[config.mk]
export PLATFORM = sky130hd
export DESIGN_NAME = instr_fetch_unit
export DESIGN_NICKNAME = d
export VERILOG_FILES = /design/src/rtl/instr_fetch_unit.sv
export SDC_FILE = /design/constraint.sdc
export NUM_CORES = 1
export LEC_CHECK = 0
export ABC_AREA = 0
export ABC_CLOCK_PERIOD_IN_PS = 6000
export CORE_MARGIN = 2
export CORE_UTILIZATION = 40
export DETAILED_ROUTE_END_ITERATION = 10
export GPL_TIMING_DRIVEN = 0
export PLACE_DENSITY = 0.65
export SYNTH_ARGS = -nofsm -noshare
export SYNTH_HDL_FRONTEND = slang
export SYNTH_SLANG_ARGS = --single-unit
[constraint.sdc]
create_clock -name clk -period 6 [get_ports clk]
set_input_delay 0.9 -clock clk [delete_from_list [all_inputs] [get_ports clk]]
set_output_delay 0.9 -clock clk [all_outputs]
set_load 0.005 [all_outputs]
[src/rtl/instr_fetch_unit.sv]
// Instruction fetch stage for the RV32I pipeline.
// Issues in-order word fetches to instruction memory with at most two
// requests in flight. Returned words are held in a 2-entry FIFO whose head
// (instruction, PC and the decode fields) is presented to the decode stage.
// A flush redirects the fetch PC. Responses to requests that were already
// in flight at the time of the flush are counted and discarded.
module instr_fetch_unit #(
  parameter logic [31:0] RESET_PC  = 32'h0000_0000,
  parameter logic [31:0] NOP_INSTR = 32'h0000_0013
) (
  input  logic        clk,
  input  logic        rst,
  output logic        imem_req,
  output logic [31:0] imem_addr,
  input  logic        imem_rvalid,
  input  logic [31:0] imem_rdata,
  input  logic        stall,
  input  logic        flush,
  input  logic [31:0] flush_pc,
  output logic        if_valid,
  output logic [31:0] if_instr,
  output logic [31:0] if_pc,
  output logic [6:0]  if_opcode,
  output logic [2:0]  if_fun3,
  output logic        if_fun7
);

  typedef struct packed {
    logic [31:0] pc;
    logic [31:0] instr;
  } fetch_entry_t;

  // Entry 0 is always the head; entry 1 is only meaningful when occ == 2.
  fetch_entry_t fifo_q [2];

  logic [31:0] pc_q;        // next fetch address
  logic [31:0] resp_pc_q;   // PC belonging to the next accepted response
  logic [1:0]  occ;         // FIFO occupancy, 0..2
  logic [1:0]  pend;        // requests in flight, 0..2
  logic [1:0]  drop;        // in-flight responses to discard after a flush

  logic        pop;
  logic        accept;
  logic        push;
  logic        wr_idx;
  logic [2:0]  credit_use;
  logic [31:0] redirect_pc;

  // Handshake decode: pop/push qualification and the issue credit check.
  // NOTE: every signal written here gets a value on every path, so no latch can be inferred.
  always_comb begin
    pop         = if_valid & ~stall & ~flush;
    credit_use  = {1'b0, occ} + {1'b0, pend} - {2'b00, pop};
    imem_req    = ~rst & ~flush & (credit_use < 3'd2);
    accept      = imem_rvalid & (pend != 2'd0);
    push        = accept & (drop == 2'd0) & ~flush;
    // Slot that receives a pushed word once the pop (if any) has shifted the
    // FIFO: occ - pop, where a push never meets a full FIFO, so bit 0 suffices.
    wr_idx      = occ[0] ^ pop;
    redirect_pc = flush_pc & ~32'h0000_0003;
  end

  assign imem_addr = pc_q;
  assign if_valid  = (occ != 2'd0);
  assign if_instr  = if_valid ? fifo_q[0].instr : NOP_INSTR;
  assign if_pc     = fifo_q[0].pc;
  assign if_opcode = if_instr[6:0];
  assign if_fun3   = if_instr[14:12];
  assign if_fun7   = if_instr[30];

  // Fetch state: PC generation, credit/drop accounting and FIFO update.
  // NOTE: all state here uses non-blocking assignments, so a later write to the
  // same FIFO slot in this block overrides the shift, with every right-hand
  // side reading pre-edge values.
  always_ff @(posedge clk) begin
    if (rst) begin
      pc_q      <= RESET_PC;
      resp_pc_q <= RESET_PC;
      occ       <= 2'd0;
      pend      <= 2'd0;
      drop      <= 2'd0;
      // NOTE: the FIFO payload is reset only because the head PC is visible on
      // if_pc during reset; the storage itself would not otherwise need it.
      fifo_q[0] <= '{pc: RESET_PC, instr: NOP_INSTR};
      fifo_q[1] <= '{pc: RESET_PC, instr: NOP_INSTR};
    end else if (flush) begin
      // Redirect: drop the buffer, and mark every response still in flight
      // (minus one returning this very cycle, which is discarded now) as stale.
      pc_q      <= redirect_pc;
      resp_pc_q <= redirect_pc;
      occ       <= 2'd0;
      pend      <= pend - {1'b0, accept};
      drop      <= pend - {1'b0, accept};
    end else begin
      if (imem_req) begin
        pc_q <= pc_q + 32'd4;
      end
      pend <= pend + {1'b0, imem_req} - {1'b0, accept};
      if (accept && (drop != 2'd0)) begin
        drop <= drop - 2'd1;
      end
      if (push) begin
        resp_pc_q <= resp_pc_q + 32'd4;
      end
      if (pop) begin
        fifo_q[0] <= fifo_q[1];
      end
      if (push) begin
        fifo_q[wr_idx] <= '{pc: resp_pc_q, instr: imem_rdata};
      end
      occ <= occ + {1'b0, push} - {1'b0, pop};
    end
  end

endmodule

; ---- Yosys cells after proc, flatten, opt, wreduce, memory -nomap -nowiden
; Memory sizes are Yosys's and may differ from the RTL's.
; Cells that the tools add are included.
[word_totals]
reg_bits = 70
elab_cells = 63
memories = 1
out_inout_bits = 109
ram_bits = 128
inputBits = 69
[memory_table]
columns = memory, depth, width, read_ports, rd_ports_with_merged_regs, wr, line
row1 = fifo_q, 2, 64, 2, 0, 2, 34  ; fetch_entry_t fifo_q [2];
[op_classes]
n_reduce_logical = 10
n_lt_le_gt_ge = 1
n_addsub = 10
muxes = 22
bitwise = 12
[op_table]
columns = op, count
row1 = $mux W32, 5
row2 = $mux W64, 2
row3 = $add A32 B3 Y32 const B, 2
row4 = $reduce_or A64 Y1, 1
row5 = $mux W1, 12
row6 = $reduce_bool A2 Y1, 6
row7 = $and A1 B1 Y1, 7
row8 = $mux W2, 3
row9 = $sub A2 B1 Y2, 3
row10 = $add A2 B1 Y2, 2
row11 = $add A2 B2 Y3, 1
row12 = $lt A3 B2 Y1 const B, 1
row13 = $not A1 Y1, 3
row14 = $sub A3 B1 Y3, 1
row15 = $logic_not A2 Y1, 1
row16 = $reduce_or A2 Y1, 1
row17 = $sub A2 B1 Y2 const B, 1
row18 = $logic_and A1 B1 Y1, 1
row19 = $or A1 B1 Y1, 1
row20 = $xor A1 B1 Y1, 1

; ---- Logic depth before layout (Yosys ltp)
[logic_depth]
ltp_word = 10
mapped_depth = 12

; ---- Least setup slack after synthesis
; Ideal clock, no wire load.
[synth_timing]
path_kind = input port to flip-flop
startpoint = input port flush
endpoint = memory fifo_q[1][0] in the netlist's numbering (enable)
n_path_buf = 1
arrival_ns = 5.735
t_required_ns = 5.432
setup_time_ns = 0.568
path_stages = 4
setup_slack_ns = -0.303
path_cell_list = buf_2 > nor2_1 > nand2_1 > o21ai_0
[synth_rtl]
columns = item, line
row1 = from (decl), 18  ; input logic flush,
row2 = to (decl), 34

; ---- Final worst setup path
[layout_timing]
startpoint = input port flush
endpoint = output port imem_req
[layout_via]
elab_chain_cells = 5
word_cells_on_any_way = 6
cone_classes = add/sub (1) / order compare (1) / bitwise (4)
[layout_rtl]
columns = item, line
row1 = $not A1 Y1 (*), "52, 54"
row2 = $and A1 B1 Y1, 52  ; pop = if_valid & ~stall & ~flush;
row3 = $sub A3 B1 Y3, 53  ; credit_use = {1'b0, occ} + {1'b0, pend} - {2'b00, pop};
row4 = $lt A3 B2 Y1, 54  ; imem_req = ~rst & ~flush & (credit_use < 3'd2);
row5 = $and A1 B1 Y1 (*), 54
row6 = to (decl), 13  ; output logic imem_req,
; Mark *: on every way between the ends. The rest lies on a longest branch, timed or not.

==> flow_summary.toml <==
[clock_network]
clock-root-buffer = "clkbuf_16"
htree_levels = 4
cts_num_sinks = 190
ctsResizeCount = 0
path_clk_slew_ps = 70
cts_tree = "built"
post-cts-setup-buffers = 0
clkLatencyLatePin_ps = 440
holdBufCountCts = 0
cts_inserted_buffers = 17
clock_path_buffers = 2

[critical_path]
crit_arrival_ps = 4240
reg2reg_depth = 10
cp.buffers_inverters = 4
cp-start-kind = "input pin"
endpoint_kind = "output port"
crit_path_cell_trace = "buf_2 -> clkbuf_1 -> nor3_1 -> ha_1 -> nand2b_1 -> fa_1 -> xor2_1 -> nand2_1 -> clkinv_1 -> clkdlybuf4s50_1"
startpoint = "flush"
required_ps = 5100
rrSetupSlack_ps = 2280
crit_path_max_fanout = 10
critical_path_class = "in -> out"
cp_slowest_cell = "clkdlybuf4s50_1"
rr_startpoint = "occ[0]"
rr_endpoint = "imem_addr[18]"
crit_family = "buffers and inverters"
slowest_delay_ps = 560

[pwr]
clkPwrFrac = 0.341
power_per_cell_area_nw_per_um2 = 273
p_int_mw = 2.38
ir_drop_mv = 0.172
p_seq_frac = 0.480
p_comb_frac = 0.179
p_switching_mw = 0.930
p_leak_nw = 4.28
sw_frac_of_total = 0.281

[global_routing]
grt_max_degree = 33
grt_pass1_wl_um = 37200
grt_pass1_vias = 6983
grt_use_total = 0.195
antenna_found_initial = 0
grt_overflow = 0

[synth]
synth_largest_area_cell = "edfxtp_1"
synthCells = 936
yosys.area.top_type_share = 0.398
synth.avg_cell_area_um2 = 9.99
yosysSeqAreaShare = 0.539
ys_top_cells_by_area = "edfxtp_1 40%, dfxtp_1 14%, nand2_1 6.9%, and2_1 4.2%, buf_4 3.9%"
synth_common_cells = "171 x nand2_1, 124 x edfxtp_1, 69 x o21ai_0, 66 x dfxtp_1, 63 x and2_1"
synth.distinct_cells = 56
syn_area_um2 = 9350
ys_ff_latch = 190
yosysMostFrequentCell = "nand2_1"
ys.flop_type = "edfxtp_1"
synthArstFlopShare = 0
yosys_warnings = 0
synth_enable_flop_cells = 124

[detailed_routing]
avgRoutedWirePerCell_um = 16.3
drt-initial-drc-count = 526
via_per_inst = 5.05
drcViolationCount = 0
vias = 7364
ant_nets = 0
wirelength_um = 23700
dr.pass1.iters = 5

[timing]
grt_setup_unrepaired = "no"
worst_slew_pin_slew_ps = 950
period_minus_slack_ps = 5140
slew_headroom = 0.364
fin_crit_sh = 0.857
timing.fmax_ghz = 0.194
worst_hold_slack_ps = 529
finClkSkew_ps = 9.83
finalSetupViolCount = 0
fin_setup_tns_ps = 0
final_hold_viol_count = 0
slew_viol_final = 0

[placement]
dp_cells = 1425
dp.final_hpwl_um = 17500
portBuffers = 170
placed_area_um2 = 11500
place.gp.congestion = 0.868

[run_status]
status = "finished, final reports clean"

[floorplan]
fp.coreArea_um2 = 22800
die_w_um = 157
die-height_um = 157
num_rows = 55
dieArea_um2 = 24600
start_util = 0.411
io_pins = 178

[layout]
seq_area_um2 = 5040
final_area_um2 = 12100
final_cells = 1457
fin_util = 0.532
multi_input_area_um2 = 3700
final_layout_size_suffix_gt1_frac = 0.0979
area_growth_pct = 29.6
final_nets = 1210
diodes = 0
fillerInstances = 2064

[min_path]
hp-start = "imem_addr[7]"
worstHoldPathCells = 2
min_to = "imem_addr[7]"
min_path_type = "reg -> reg"

[flow_run]
cap_violations = 0
==> layout by cell type (no fill, tap or decap), types with 4 or more instances in the layout <==
master	count
a22oi_1	7
o211ai_1	5
or2_2	6
nor2b_1	31
and2_1	63
xor2_1	33
buf_4	48
a21oi_1	30
ha_1	9
clkbuf_16	17
inv_1	20
and4_1	8
a21boi_0	16
nor3_1	14
nand3_1	20
nand2_1	171
o21a_1	13
inv_8	4
clkbuf_1	36
a211oi_1	5
clkdlybuf4s50_1	170
and3_1	10
dfxtp_1	66
edfxtp_1	124
o21ai_0	68
a31oi_1	8
conb_1	4
nor4_1	4
xnor2_1	17
clkinvlp_4	5
nand4_1	15
buf_2	10
o22ai_1	11
nor2_1	25
==> power by group through the flow <==
stage                     sequential [mW]  combinational [mW]  clock, mW
after floorplan                      1.60               0.327          0
after global routing                 1.60               0.656       1.19
after detailed placement             1.61               0.590          0
final                                1.59               0.593       1.13
after global placement               1.62               0.570          0
after CTS                            1.59               0.596       1.14
==> flip-flops by register name (all words and copies together), names as in the netlist <==
register and cells:
occ 2, fifo_q 124, resp_pc_q 30, drop 2
pend 2, imem_addr 30
==> metal layers <==
layer  part of all wire  global-route usage  wire length [µm]  vias up
met4              0.016              0.0603               377        0
met1               0.46               0.271             10800     3423
met2               0.45               0.306             10700      300
met3              0.078              0.0421              1840       29
li1                   -                   -                 -     3612
met5                  0                   0                 0        -
==> through the flow <==
| stage | setup WS (ps) | power, mW |
|---|---|---|
| 3_5_place_dp | 938 | 2.20 |
| 2_1_floorplan | 1370 | 1.92 |
| 3_3_place_gp | -575 | 2.19 |
| 6_report | 857 | 3.31 |
| 5_1_grt | 792 | 3.45 |
| 4_1_cts | 924 | 3.32 |
==> cell families (layout without fill, tap and decap cells) <==
family | after synthesis | in the layout | synth area share
xor+xnor | 50 | 50 | 0.0468
buf+inv | 118 | 323 | 0.0680
mux | 3 | 3 | 0.00334
flops | 190 | 190 | 0.539
simple gates | 386 | 386 | 0.213
other cells | 1 | 4 | 0.000401
fa+ha+maj | 10 | 10 | 0.0142
compound gates | 178 | 178 | 0.115
==> area by class of cell <==
class                   count  share of cell area
flip-flops and latches    190               0.416
multi-input cells         631               0.305
clock buffers              17              0.0351
plain buffers              97              0.0459
repair buffers            173               0.147
well taps                 313              0.0323
clock inverters            15              0.0126
inverters                  21             0.00650
==> worst reg2reg max path: stages (launching register included) <==
cell and delay, ps:
dfxtp_1 360, nor2_1 630, nor3_1 220, ha_1 330, nand2b_1 150, fa_1 380
xor2_1 440, nand4_2 290, nor4_1 370, mux2_2 360, a21oi_1 130
==> how the worst max path moves through the flow <==
stage                     cells past startpoint  slack, ps             to
after floorplan                               4       1370   fifo_q[1][0]
after global placement                        5       -580  fifo_q[1][10]
after detailed placement                     10        940       imem_req
after CTS                                    10        920       imem_req
after global routing                         10        790       imem_req
final                                        10        860       imem_req
Note: power is estimated with default switching activity, not from simulation.
